### config.mk
export PLATFORM = sky130hd
export DESIGN_NAME = uart_receiver
export DESIGN_NICKNAME = d
export VERILOG_FILES = /design/src/rtl/uart_receiver.sv
export SDC_FILE = /design/constraint.sdc
export NUM_CORES = 1
export LEC_CHECK = 0
export CAP_MARGIN = 10
export CORE_MARGIN = 2
export CORE_UTILIZATION = 42
export CTS_BUF_LIST = sky130_fd_sc_hd__clkbuf_8
export DETAILED_ROUTE_END_ITERATION = 8
export SYNTH_ARGS = -nofsm -noshare
export SYNTH_HDL_FRONTEND = slang
export SYNTH_SLANG_ARGS = --single-unit
### constraint.sdc
create_clock -name clock -period 4.4 [get_ports clock]
set_input_delay 0.44 -clock clock [delete_from_list [all_inputs] [get_ports clock]]
set_output_delay 0.44 -clock clock [all_outputs]
set_load 0.02 [all_outputs]
### src/rtl/uart_receiver.sv
// uart_receiver: 8N1 serial receive stage with oversampled bit recovery.
//
// The asynchronous `receive` line is synchronized through two flops and
// sampled in the middle of every bit. Recovered bytes are offered on a
// valid/ready handshake.
//
// Ports:
//   clock          system clock, rising-edge
//   clear          asynchronous active-low reset
//   receive        serial line, idles high
//   data           received byte, stable while valid=1
//   valid          byte available
//   ready          consumer accepts byte (handshake on valid && ready)
//   framing_error  one-clock pulse when the stop bit is sampled low
//   overrun        sticky; a completed byte was dropped while valid=1
module uart_receiver #(
    parameter int unsigned CLKS_PER_BIT = 18,
    parameter int unsigned DATA_BITS    = 8
) (
    input  logic                 clock,
    input  logic                 clear,
    input  logic                 receive,
    output logic [DATA_BITS-1:0] data,
    output logic                 valid,
    input  logic                 ready,
    output logic                 framing_error,
    output logic                 overrun
);

    localparam int unsigned CW = (CLKS_PER_BIT > 1) ? $clog2(CLKS_PER_BIT) : 1;
    localparam int unsigned BW = (DATA_BITS > 1) ? $clog2(DATA_BITS) : 1;

    localparam logic [CW-1:0] HALF_LAST = CW'(CLKS_PER_BIT / 2 - 1);
    localparam logic [CW-1:0] FULL_LAST = CW'(CLKS_PER_BIT - 1);
    localparam logic [BW-1:0] BIT_LAST  = BW'(DATA_BITS - 1);

    typedef enum logic [2:0] {StIdle, StStart, StData, StStop, StBreak} state_e;

    state_e                 state_q, state_d;
    logic [1:0]             sync_q;
    logic [CW-1:0]          clk_cnt_q, clk_cnt_d;
    logic [BW-1:0]          bit_cnt_q, bit_cnt_d;
    logic [DATA_BITS-1:0]   shift_q, shift_d;
    logic [DATA_BITS-1:0]   data_q, data_d;
    logic                   valid_q, valid_d;
    logic                   overrun_q, overrun_d;
    logic                   frame_err_q, frame_err_d;
    logic                   rx_s;
    logic                   deliver;

    assign rx_s          = sync_q[1];
    assign data          = data_q;
    assign valid         = valid_q;
    assign overrun       = overrun_q;
    assign framing_error = frame_err_q;

    always_ff @(posedge clock or negedge clear) begin
        if (!clear) begin
            state_q     <= StIdle;
            sync_q      <= 2'b11;
            clk_cnt_q   <= '0;
            bit_cnt_q   <= '0;
            shift_q     <= '0;
            data_q      <= '0;
            valid_q     <= 1'b0;
            overrun_q   <= 1'b0;
            frame_err_q <= 1'b0;
        end else begin
            state_q     <= state_d;
            sync_q      <= {sync_q[0], receive};
            clk_cnt_q   <= clk_cnt_d;
            bit_cnt_q   <= bit_cnt_d;
            shift_q     <= shift_d;
            data_q      <= data_d;
            valid_q     <= valid_d;
            overrun_q   <= overrun_d;
            frame_err_q <= frame_err_d;
        end
    end

    always_comb begin
        state_d     = state_q;
        clk_cnt_d   = clk_cnt_q + CW'(1);
        bit_cnt_d   = bit_cnt_q;
        shift_d     = shift_q;
        frame_err_d = 1'b0;
        deliver     = 1'b0;

        unique case (state_q)
            StIdle: begin
                clk_cnt_d = '0;
                if (!rx_s) state_d = StStart;
            end
            StStart: begin
                // Mid-start sample: a high line here was only a glitch.
                if (clk_cnt_q == HALF_LAST) begin
                    clk_cnt_d = '0;
                    bit_cnt_d = '0;
                    state_d   = rx_s ? StIdle : StData;
                end
            end
            StData: begin
                if (clk_cnt_q == FULL_LAST) begin
                    clk_cnt_d = '0;
                    shift_d   = {rx_s, shift_q[DATA_BITS-1:1]};
                    if (bit_cnt_q == BIT_LAST) state_d = StStop;
                    else bit_cnt_d = bit_cnt_q + BW'(1);
                end
            end
            StStop: begin
                if (clk_cnt_q == FULL_LAST) begin
                    clk_cnt_d = '0;
                    if (rx_s) begin
                        deliver = 1'b1;
                        state_d = StIdle;
                    end else begin
                        frame_err_d = 1'b1;
                        state_d     = StBreak;
                    end
                end
            end
            StBreak: begin
                // Hold off re-arming until the line returns to idle.
                clk_cnt_d = '0;
                if (rx_s) state_d = StIdle;
            end
            default: begin
                clk_cnt_d = '0;
                state_d   = StIdle;
            end
        endcase
    end

    always_comb begin
        data_d    = data_q;
        valid_d   = valid_q;
        overrun_d = overrun_q;

        if (valid_q && ready) begin
            valid_d   = 1'b0;
            overrun_d = 1'b0;
        end

        // A handshake on the delivery clock frees the slot for the new byte.
        if (deliver) begin
            if (!valid_q || ready) begin
                data_d  = shift_q;
                valid_d = 1'b1;
            end else begin
                overrun_d = 1'b1;
            end
        end
    end

endmodule
# Yosys cells after proc, flatten, opt, wreduce, memory -nomap -nowiden
# Index checks and enable logic that the tools add are counted.
[totals]
register_bits = 32
inputBits = 4
[op_classes]
n_eq_ne = 14
n_mux = 28
n_reduce_logical = 10
addsub = 2
[op_table]
columns = ["op", "count"]
rows = [
  ["$mux 3", 10],
  ["$pmux 3 s5", 1],
  ["$ne 2x2->1 const B", 7],
  ["$mux 1", 12],
  ["$mux 5", 2],
  ["$pmux 5 s2", 1],
  ["$eq 3x2->1 const B", 2],
  ["$eq 3x3->1 const B", 2],
  ["$pmux 3 s2", 1],
  ["$reduce_and 6->1", 1],
  ["$add 5x1->5 const B", 1],
  ["$eq 5x4->1 const B", 1],
  ["$eq 5x5->1 const B", 1],
  ["$reduce_and 2->1", 2],
  ["$reduce_and 4->1", 1],
  ["$add 3x1->3 const B", 1],
  ["$eq 3x1->1 const B", 1],
  ["$logic_not 3->1", 1],
  ["$mux 2", 1],
  ["$reduce_bool 2->1", 1],
  ["$reduce_or 2->1", 1],
  ["$logic_and 1x1->1", 1],
  ["$logic_not 1->1", 1],
  ["$logic_or 1x1->1", 1],
]

# Depth between registers and ports, before layout
[depth]
depth_word = 4
mapped_depth = 7
ltp_nobuf = 5

# Worst setup path after synthesis
# OpenSTA, ideal clock, no wires.
[synth_timing]
path_kind = "flip-flop to flip-flop"
start = "register clk_cnt_q[1]"
end = "register data_q[0] (netlist: data[0])"
arrival_ps = 1536
setup_slack_ps = 2739
n_path_buf = 2
stages_incl_launch_ff = 8
t_required_ps = 4275
path_cell_list = "dfrtp_1 -> inv_1 -> ha_1 -> nor4bb_2 -> buf_4 -> o211a_1 -> buf_6 -> mux2_4"
[synth_between]
elab_chain_len = 4
[synth_lines]
columns = ["item", "line", "source"]
rows = [
  ["from (decl)", "41", "logic [CW-1:0] clk_cnt_q, clk_cnt_d;"],
  ["from (signal assigned)", "71", "clk_cnt_q <= clk_cnt_d;"],
  ["$eq 5x5->1", "111", "if (clk_cnt_q == FULL_LAST) begin"],
  ["$mux 1", "111", ""],
  ["$mux 1", "89", "unique case (state_q)"],
  ["$reduce_and 2->1 (no source line)", "--", ""],
  ["to (signal assigned)", "74", "data_q <= data_d;"],
  ["to (decl)", "44", "logic [DATA_BITS-1:0] data_q, data_d;"],
]
# Every way passes these cells.
# A chain may end at the register's enable or synchronous reset.

# Final worst setup path
[layout_timing]
start = "register clk_cnt_q[1]"
end = "register data_q[6] (netlist: data[6])"
# The elaborated chain is that of the path after synthesis.

==> impl_metrics.env <==
export IMPL_grt_pass1_wl_mm=4.436
export IMPL_setup_ws_ps=2085
export IMPL_place_congestion=0.6942
export IMPL_synth_area_um2=1494
export IMPL_yosys_warnings=0
export IMPL_finalCritPeriodShare_pct=52.60
export IMPL_critical_path_class="reg2reg"
export IMPL_powerDensity_nw_per_um2=396.1
export IMPL_slew_headroom_pct=42.16
export IMPL_fillers=286
export IMPL_setup_viol_count_final=0
export IMPL_avgSynthCellArea_um2=13.46
export IMPL_rows=21
export IMPL_max_vdd_ir_drop_mv=0.2094
export IMPL_antenna_found_initial=0
export IMPL_diodes=0
export IMPL_postCtsSetupRepairBufs=0
export IMPL_status="completed"
export IMPL_synth_nets=120
export IMPL_crit_required_ps=4560
export IMPL_dr_pass1_iters=4
export IMPL_ctsHoldBuffers=0
export IMPL_max_freq_ghz=0.4321
export IMPL_synth_edf_count=0
export IMPL_cts_tree="done"
export IMPL_utilization_pct=52.12
export IMPL_fp_dieH_um=63.64
export IMPL_cts_root_buffer="clkbuf_8"
export IMPL_start_util_pct=44.08
export IMPL_r2r_end="data[6]"
export IMPL_fin_skew_ps=3.616
export IMPL_reg2reg_from="clk_cnt_q[1]"
export IMPL_end_kind="flop"
export IMPL_drv_cap=0
export IMPL_r2r_slack_ps=2090
export IMPL_final_cell_mix="dfrtp_1, clkdlybuf4s50_1, mux2_2"
export IMPL_core_um2=3390
export IMPL_dp_slack_ps=2067
export IMPL_hold_path_class="reg2reg"
export IMPL_whs_path_depth=0
export IMPL_crit_arrival_ps=2480
export IMPL_cts_buffer_depth=2
export IMPL_fin_nets=137
export IMPL_maxSlewViolCount=0
export IMPL_grt_pass1_vias=922
export IMPL_postSynthCellCount=111
export IMPL_setup_tns_ps=0
export IMPL_start_kind="flop"
export IMPL_ff_latch_area_um2=803.3
export IMPL_hpwl_mm=1.699
export IMPL_tightest_slew_ps=855.3
export IMPL_cts_resized=0
export IMPL_final_hold_viol_count=0
export IMPL_cts_sinks=32
export IMPL_route_detailed_drc=0
export IMPL_synth_seq_cells=32
export IMPL_dieArea_um2=4050
export IMPL_vias_per_cell=5.069
export IMPL_p_leak_nw=0.8119
export IMPL_area_delta_synth_final_pct=18.26
export IMPL_path_max_fanout=8
export IMPL_num_vias=887
export IMPL_drive_gt1_share_pct=25.58
export IMPL_hold_end="sync_q[1]"
export IMPL_wl_mm=2.452
export IMPL_drtIter0Drc=48
export IMPL_p_total_mw=0.6997
export IMPL_synth_seq_area_share_pct=53.77
export IMPL_antenna_left=0
export IMPL_async_flop_share_pct=100.0
export IMPL_h_tree_depth=2
export IMPL_cts_inserted_buffers=5
export IMPL_grt_max_degree=33
export IMPL_grt_overflow=0
export IMPL_multi_input_area_um2=624.3
export IMPL_wl_per_cell_um=14.01
export IMPL_io_pins=15
export IMPL_synthDistinctLibCells=34
export IMPL_worst_skew_pair_late_latency_ps=280
export IMPL_whs_ps=360.0
export IMPL_port_buffers=14
export IMPL_cts_clk_slew_worst_paths_ps=70
export IMPL_rsz0062_at_grt="false"
export IMPL_die_x_um=63.64
export IMPL_min_from="sync_q[0]"
export IMPL_finalCriticalPeriod_ps=2315
export IMPL_layout_commonest_cell="dfrtp_1"
export IMPL_grt_usage_pct=14.54
export IMPL_synthFlopType="dfrtp_1"
export IMPL_ff2ff_path_depth=5
[per-layer routing]
metal / up-vias / GRT usage (%) / part of all wire [%]
met2: 13 / 21.58 / 45
li1: 427 / - / -
met5: - / 0 / 0
met4: 0 / 7.337 / 2.0
met1: 442 / 19.09 / 50
met3: 5 / 4.464 / 3.2
[report_power, final]
group	total, mW	switching, mW	internal (mW)
Clock	0.272	0.106	0.166
Sequential	0.346	0.0312	0.315
Combinational	0.0819	0.0386	0.0433
Total	0.700	0.176	0.524
[registers in the layout (all words and copies together) (netlist names)]
register,cells
overrun,1
shift_q,8
state_q,3
framing_error,1
sync_q,2
valid,1
clk_cnt_q,5
bit_cnt_q,3
data,8
[Yosys cell counts, drive strengths merged, types with 2 or more instances]
cell type / n / share of area (%)
mux2i: 2 / 1.3
dfstp: 2 / 3.5
xor2: 2 / 1.2
xnor2: 2 / 1.2
buf: 5 / 2.7
nor4b: 2 / 1.2
or4bb: 2 / 1.5
o21ai: 2 / 0.67
nor2b: 2 / 0.84
a21oi: 4 / 1.3
nand3: 2 / 0.67
ha: 5 / 4.2
nand2b: 2 / 0.84
nor3b: 2 / 1.0
inv: 7 / 1.8
mux2: 17 / 15
nand2: 5 / 1.4
nor3: 5 / 1.7
dfrtp: 30 / 50
[metrics by stage]
stage | cells | cell area [um^2]
after detailed placement | 167 | 1659
after global routing | 175 | 1767
after floorplan | 111 | 1494
after CTS | 175 | 1767
after global placement | 167 | 1659
final | 175 | 1767
[final cells by class]
class / count / share of cell area (%)
Clock inverter: 3 / 2.195
Tap cell: 46 / 3.258
Clock buffer: 5 / 3.895
Multi-Input combinational cell: 67 / 35.34
Sequential cell: 32 / 45.47
Inverter: 7 / 1.487
Timing Repair Buffer: 15 / 8.357
[how the worst max path moves through the flow]
stage | start | end | slack [ps] | depth (start not counted)
5_1_grt | clk_cnt_q[1] | data[6] | 1920 | 5
3_5_place_dp | clk_cnt_q[1] | data[6] | 2070 | 5
3_3_place_gp | clk_cnt_q[1] | data[7] | 2150 | 5
4_1_cts | clk_cnt_q[1] | data[7] | 2060 | 5
2_1_floorplan | clk_cnt_q[1] | data[0] | 2740 | 7
6_report | clk_cnt_q[1] | data[6] | 2090 | 5
[critical path: stages, from the launching register on]
cell and delay, ps:
dfrtp_1 400, inv_1 80, ha_1 140, nor4bb_2 700, o211a_1 540, mux2_4 340
[cells by family after synthesis]
| kind of cell | after synthesis | synth area share, % |
|---|---|---|
| compound gates | 11 | 6.030 |
| xor+xnor | 4 | 2.345 |
| fa+ha+maj | 5 | 4.188 |
| buf+inv | 12 | 4.439 |
| flops | 32 | 53.77 |
| mux | 19 | 16.16 |
| simple gates | 28 | 13.07 |
Power figures use the tool's default switching activity.
